File: src/rtl/dram_mem_tester.sv
// DRAM user-side memory tester: writes a deterministic pattern, reads it back and compares.
// Optional macro DRAM_TESTER_INVERT_PASS_EN adds a second pass with the inverted pattern.
module dram_mem_tester #(
    parameter int          ADDR_WIDTH      = 27,
    parameter int          DATA_WIDTH      = 128,
    parameter int          MASK_WIDTH      = 16,
    parameter int          ADDR_STEP       = 8,
    parameter int          MAX_OUTSTANDING = 8,
    parameter logic [31:0] SEED            = 32'h0
) (
    input  logic                  clk,
    input  logic                  rst,
    input  logic                  i_start,
    input  logic [ADDR_WIDTH-1:0] i_base_addr,
    input  logic [ADDR_WIDTH-1:0] i_num_words,
    output logic                  o_dram_ren,
    output logic                  o_dram_wen,
    output logic [ADDR_WIDTH-1:0] o_dram_addr,
    output logic [DATA_WIDTH-1:0] o_dram_data,
    output logic [MASK_WIDTH-1:0] o_dram_mask,
    output logic                  o_dram_rready,
    input  logic                  i_dram_calib_done,
    input  logic                  i_dram_busy,
    input  logic [DATA_WIDTH-1:0] i_dram_data,
    input  logic                  i_dram_data_valid,
    output logic                  o_busy,
    output logic                  o_done,
    output logic                  o_pass,
    output logic [15:0]           o_err_count,
    output logic [ADDR_WIDTH-1:0] o_first_err_addr
);
    localparam int                    OW    = $clog2(MAX_OUTSTANDING) + 1;
    localparam int                    LANES = DATA_WIDTH / 32;
    localparam logic [ADDR_WIDTH-1:0] STEP  = ADDR_WIDTH'(ADDR_STEP);
    localparam logic [OW-1:0]         MAXO  = OW'(MAX_OUTSTANDING);

    typedef enum logic [2:0] {IDLE, CAL, WRITE, READ, DRAIN, DONE} state_t;

    state_t                state, state_next;
    logic [ADDR_WIDTH-1:0] base_q, num_q, wr_idx, rd_iss_idx, rd_idx;
    logic [OW-1:0]         outstanding;
    logic                  first_seen;
    logic                  inv;

    function automatic logic [DATA_WIDTH-1:0] pattern(input logic [ADDR_WIDTH-1:0] k,
                                                      input logic invert);
        logic [DATA_WIDTH-1:0] p;
        logic [31:0]           k32;
        k32 = 32'(k);
        for (int j = 0; j < LANES; j++)
            p[j*32 +: 32] = (k32 + 32'(j)) ^ SEED;
        return invert ? ~p : p;
    endfunction

    logic start_ok, last_wr, last_rd, rd_valid, mismatch;
    assign start_ok = i_start && (state == IDLE || state == DONE);
    assign last_wr  = o_dram_wen && (wr_idx == num_q - 1'b1);
    assign last_rd  = o_dram_ren && (rd_iss_idx == num_q - 1'b1);
    assign rd_valid = i_dram_data_valid && (state == READ || state == DRAIN);
    assign mismatch = rd_valid && (i_dram_data != pattern(rd_idx, inv));

    // NOTE: sequential state uses non-blocking assignments so every register samples pre-edge values.
    always_ff @(posedge clk or posedge rst) begin
        if (rst) state <= IDLE;
        else     state <= state_next;
    end

    always_comb begin
        // NOTE: default first so no path through the case leaves state_next unassigned (no latch).
        state_next = state;
        case (state)
            IDLE:  if (i_start) state_next = CAL;
            CAL:   if (i_dram_calib_done) state_next = (num_q == '0) ? DONE : WRITE;
            WRITE: if (last_wr) state_next = READ;
            READ:  if (last_rd) state_next = DRAIN;
`ifdef DRAM_TESTER_INVERT_PASS_EN
            DRAIN: if (outstanding == '0) state_next = inv ? DONE : WRITE;
`else
            DRAIN: if (outstanding == '0) state_next = DONE;
`endif
            DONE:  if (i_start) state_next = CAL;
            default: state_next = IDLE;
        endcase
    end

    // Commands are combinational so a busy-free cycle is accepted in that same cycle.
    always_comb begin
        o_dram_wen  = (state == WRITE) && !i_dram_busy;
        o_dram_ren  = (state == READ) && !i_dram_busy && (outstanding < MAXO);
        o_dram_addr = '0;
        o_dram_data = '0;
        if (o_dram_wen) begin
            o_dram_addr = base_q + wr_idx * STEP;
            o_dram_data = pattern(wr_idx, inv);
        end else if (o_dram_ren) begin
            o_dram_addr = base_q + rd_iss_idx * STEP;
        end
    end

    assign o_dram_mask   = '0;
    assign o_dram_rready = 1'b1;
    assign o_busy        = (state != IDLE) && (state != DONE);

`ifdef DRAM_TESTER_INVERT_PASS_EN
    logic restart;
    assign restart = (state == DRAIN) && (outstanding == '0) && !inv;
    always_ff @(posedge clk or posedge rst) begin
        if (rst)           inv <= 1'b0;
        else if (start_ok) inv <= 1'b0;
        else if (restart)  inv <= 1'b1;
    end
`else
    logic restart;
    assign restart = 1'b0;
    assign inv     = 1'b0;
`endif

    always_ff @(posedge clk or posedge rst) begin
        if (rst) begin
            base_q           <= '0;
            num_q            <= '0;
            wr_idx           <= '0;
            rd_iss_idx       <= '0;
            rd_idx           <= '0;
            outstanding      <= '0;
            first_seen       <= 1'b0;
            o_done           <= 1'b0;
            o_pass           <= 1'b0;
            o_err_count      <= '0;
            o_first_err_addr <= '0;
        end else if (start_ok) begin
            base_q           <= i_base_addr;
            num_q            <= i_num_words;
            wr_idx           <= '0;
            rd_iss_idx       <= '0;
            rd_idx           <= '0;
            first_seen       <= 1'b0;
            o_done           <= 1'b0;
            o_pass           <= 1'b0;
            o_err_count      <= '0;
            o_first_err_addr <= '0;
        end else begin
            if (restart) begin
                wr_idx     <= '0;
                rd_iss_idx <= '0;
                rd_idx     <= '0;
            end else begin
                if (o_dram_wen) wr_idx <= wr_idx + 1'b1;
                if (o_dram_ren) rd_iss_idx <= rd_iss_idx + 1'b1;
                if (rd_valid)   rd_idx <= rd_idx + 1'b1;
            end
            if (o_dram_ren && !(rd_valid && outstanding != '0))
                outstanding <= outstanding + 1'b1;
            else if (!o_dram_ren && rd_valid && outstanding != '0)
                outstanding <= outstanding - 1'b1;
            if (mismatch) begin
                if (o_err_count != 16'hFFFF) o_err_count <= o_err_count + 16'd1;
                if (!first_seen) begin
                    first_seen       <= 1'b1;
                    o_first_err_addr <= base_q + rd_idx * STEP;
                end
            end
            if (state_next == DONE && state != DONE) begin
                o_done <= 1'b1;
                o_pass <= (o_err_count == '0) && !mismatch;
            end
        end
    end
endmodule

File: config.mk
export PLATFORM = sky130hd
export DESIGN_NAME = dram_mem_tester
export DESIGN_NICKNAME = d
export VERILOG_FILES = /design/src/rtl/dram_mem_tester.sv
export SDC_FILE = /design/constraint.sdc
export NUM_CORES = 1
export LEC_CHECK = 0
export BUFFER_PORTS_ARGS = -buffer_cell sky130_fd_sc_hd__buf_2
export CAP_MARGIN = 0
export CORE_MARGIN = 5
export CORE_UTILIZATION = 57
export DETAILED_ROUTE_END_ITERATION = 7
export HOLD_SLACK_MARGIN = 0.05
export PLACE_DENSITY = 0.79
export SLEW_MARGIN = 20
export SYNTH_ARGS = -nofsm -noshare
export SYNTH_HDL_FRONTEND = slang
export SYNTH_SLANG_ARGS = --single-unit
export TNS_END_PERCENT = 100
File: constraint.sdc
create_clock -name clk -period 5.9 [get_ports clk]
set_input_delay 0.295 -clock clk [delete_from_list [all_inputs] [get_ports clk]]
set_output_delay 0.295 -clock clk [all_outputs]
set_load 0.005 [all_outputs]
==> impl_metrics.env <==
export IMPL_critPathMaxFanout=45
export IMPL_power_w=0.00710
export IMPL_grtUsageTotal_pct=38.1
export IMPL_drc_errors=0
export IMPL_min_from="i_base_addr[21]"
export IMPL_synth_cells=2419
export IMPL_dieArea_mm2=0.0363
export IMPL_grt_pass1_wl_mm=108
export IMPL_worstMarginPinSlew_ps=1080
export IMPL_cts_clk_slew_worst_paths_ps=80
export IMPL_antenna_found_initial=1
export IMPL_layout_nets=3003
export IMPL_ios=408
export IMPL_final_hold_violation_count=0
export IMPL_maxCapViolCount=0
export IMPL_cp_required_ps=6240
export IMPL_min_period_over_period_pct=77.6
export IMPL_gp_congestion=1.01
export IMPL_grt_busiest_layer="met2"
export IMPL_crit_buf_inv=1
export IMPL_power_leakage_nw=9.84
export IMPL_status="finished, final reports clean"
export IMPL_grt_pass1_vias=19104
export IMPL_path_cells="nand4_1 -> nor4_4 -> xnor2_1 -> o211ai_1 -> nor4_1 -> nand4_1 -> nor4_4 -> a211oi_4 -> buf_4 -> mux2i_1 -> nor2_1"
export IMPL_drtAntennaViolNets=0
export IMPL_synth_area_leader_cell="dfrtp_1"
export IMPL_hold_path_class="in2reg"
export IMPL_cts_made_buffers=17
export IMPL_num_rows=66
export IMPL_slew_limit_headroom_pct=27.8
export IMPL_dr_pass1_iters=5
export IMPL_grt_util_met2_pct=65.6
export IMPL_synth_seq_cells=188
export IMPL_synth_edf_count=0
export IMPL_synth_distinct_cells=90
export IMPL_slowest_stage="nor4_4"
export IMPL_cp_end_kind="flip-flop"
export IMPL_r2r_slack_ps=1320
export IMPL_start_kind="flip-flop"
export IMPL_yosysSeqAreaShare_pct=25.3
export IMPL_nFillCells=2778
export IMPL_die_w_um=190
export IMPL_grt_max_degree=129
export IMPL_syn_to_final_growth_pct=15.4
export IMPL_totalWireLength_mm=71.2
export IMPL_ir_drop_mv=0.256
export IMPL_pwr_density_cell_mw_per_mm2=331
export IMPL_min_to="base_q[21]"
export IMPL_timing_final_crit_period_ps=4580
export IMPL_rsz0062_at_grt="no"
export IMPL_first_iter_violations=2008
export IMPL_clk_path_buf_depth=2
export IMPL_max_stage_delay_ps=790
export IMPL_final_max_slew_viol_count=0
export IMPL_fmax_mhz=218
export IMPL_synth_area_leaders="dfrtp_1, xnor2_1, xor2_1"
export IMPL_cts_sinks=188
export IMPL_syn_area_per_cell_um2=7.68
export IMPL_avgViaCountPerCell=6.18
export IMPL_reg2reg_from="rd_idx[5]"
export IMPL_final_cells=3184
export IMPL_start_util_pct=57.4
export IMPL_r2r_end="o_first_err_addr[1]"
export IMPL_r2r_cells=11
export IMPL_portBuffers=373
export IMPL_worst_ep_arrival_time_ps=4910
export IMPL_core_area_mm2=0.0324
export IMPL_htree_levels=4
export IMPL_synth_top_area_share_pct=25.3
export IMPL_cpLargestDelayFamily="simple AND/OR/NAND/NOR gates"
export IMPL_setup_viol=0
export IMPL_die_h_um=190
export IMPL_dpl_cell_area_mm2=0.0204
export IMPL_num_vias=19684
export IMPL_wl_per_cell_um=22.4
export IMPL_placed_cells=3108
export IMPL_crit_type="reg2reg"
export IMPL_grt_overflow_total=0
export IMPL_setup_tns_ps=0
export IMPL_drive_gt1_share_pct=17.4
export IMPL_final_area_mm2=0.0214
export IMPL_clock_skew_ps=14.7
export IMPL_cts_tree="built"
export IMPL_synth_area_mm2=0.0186
export IMPL_grtUsageMet3_pct=5.53
export IMPL_yosysWarnings=0
export IMPL_cts_root_buf="clkbuf_16"
export IMPL_synthFlopType="dfrtp_1"
export IMPL_hpwl_mm=54.9
export IMPL_whs_path_depth=3
export IMPL_synth_async_reset_ratio_pct=100
export IMPL_clock_latency_ps=470
export IMPL_grt_met1_usage_pct=46.2
[logic make-up (layout without fill, tap and decap cells)]
| group | after synthesis | in the layout | synth area share [%] |
|---|---|---|---|
| fa+ha+maj | 87 | 87 | 6.02 |
| mux | 17 | 17 | 0.930 |
| compound gates | 467 | 467 | 16.2 |
| buf+inv | 249 | 539 | 6.18 |
| xor+xnor | 356 | 356 | 16.9 |
| simple gates | 1053 | 1053 | 28.4 |
| flops | 188 | 188 | 25.3 |
| other cells | 2 | 35 | 0.0404 |
[cells in the mapped netlist, types with 20 or more instances]
| cell type | number |
|---|---|
| nor3_1 | 66 |
| nand2b_1 | 21 |
| o21ai_0 | 117 |
| clkbuf_1 | 89 |
| o21ai_1 | 20 |
| and4_1 | 20 |
| a21oi_1 | 110 |
| ha_1 | 83 |
| and3_1 | 26 |
| nand3_1 | 88 |
| xor2_1 | 152 |
| nor4_1 | 36 |
| a21o_1 | 31 |
| and2_1 | 33 |
| buf_2 | 26 |
| nor2b_1 | 21 |
| nor2_1 | 245 |
| nand2_1 | 331 |
| buf_1 | 21 |
| dfrtp_1 | 188 |
| xnor2_1 | 203 |
| buf_4 | 40 |
| nand4_1 | 51 |
| inv_1 | 68 |
| or3_1 | 36 |
| o22ai_1 | 25 |
[flip-flops by register name, indices dropped and copies added, names as in the netlist]
register          flops
rd_idx               27
first_seen            1
base_q               27
state                 3
o_err_count          16
o_done                1
num_q                27
rd_iss_idx           27
o_pass                1
wr_idx               27
o_first_err_addr     27
outstanding           4
[metrics by stage]
step / hold slack (ps) / util, % / setup WS (ps)
floorplan: 400 / - / 491
global placement: 485 / 63.0 / 1470
detailed placement: 488 / 63.1 / 1380
CTS: 51.3 / 66.2 / 1340
global route: 42.0 / 66.2 / 1070
finish: 47.7 / 66.2 / 1320
[placed cells by master (no fill, tap or decap), types with 66 or more instances in the layout]
master,n
o21ai_0,117
buf_2,373
inv_1,67
nand2_1,330
a21oi_1,110
nor3_1,66
xor2_1,152
nand3_1,88
ha_1,83
nor2_1,244
dfrtp_1,188
xnor2_1,203
[metal layers]
layer,part of all wire (%),up-vias,wire (um)
li1,-,9034,-
met1,38,9227,27100
met2,48,1186,34200
met3,8.0,237,5710
met4,5.9,0,4180
met5,0,-,0
[report_power, final]
part           internal, W  switching (W)
Combinational      0.00147        0.00203
Clock             0.000608       0.000582
Sequential         0.00165       0.000768
Total              0.00373        0.00338
[worst max-delay path by stage]
stage                          from              endpoint  cells after the start
after global placement    rd_idx[1]       o_err_count[12]                     12
after CTS                 rd_idx[1]        o_err_count[5]                     12
final                     rd_idx[5]   o_first_err_addr[1]                     11
after detailed placement  rd_idx[1]        o_err_count[5]                     12
after floorplan                 rst             base_q[0]                      1
after global routing      rd_idx[5]  o_first_err_addr[25]                     11
[layout make-up]
type	instances	area, um2	share of cell area [%]
diodes	1	2.50	0.0117
multi-input cells	2014	12900	60.0
well taps	442	553	2.58
repair buffers	438	2460	11.5
clock buffers	20	447	2.08
clock inverters	12	134	0.625
inverters	69	267	1.24
flip-flops and latches	188	4700	21.9
[repair_timing]
| action | 4_1_cts | 5_1_grt |
|---|---|---|
| buffers inserted | 0 | 0 |
| resized for setup | 0 | 0 |
| endpoints found under the hold margin | 59 | 1 |
| hold buffers | 42 | 1 |
[tightest hold or removal path, cell delays in order]
cell	delay (ps)
buf_2	100
nand2_1	50
nand2_1	50
No activity file was read; power rests on OpenSTA's default activity.
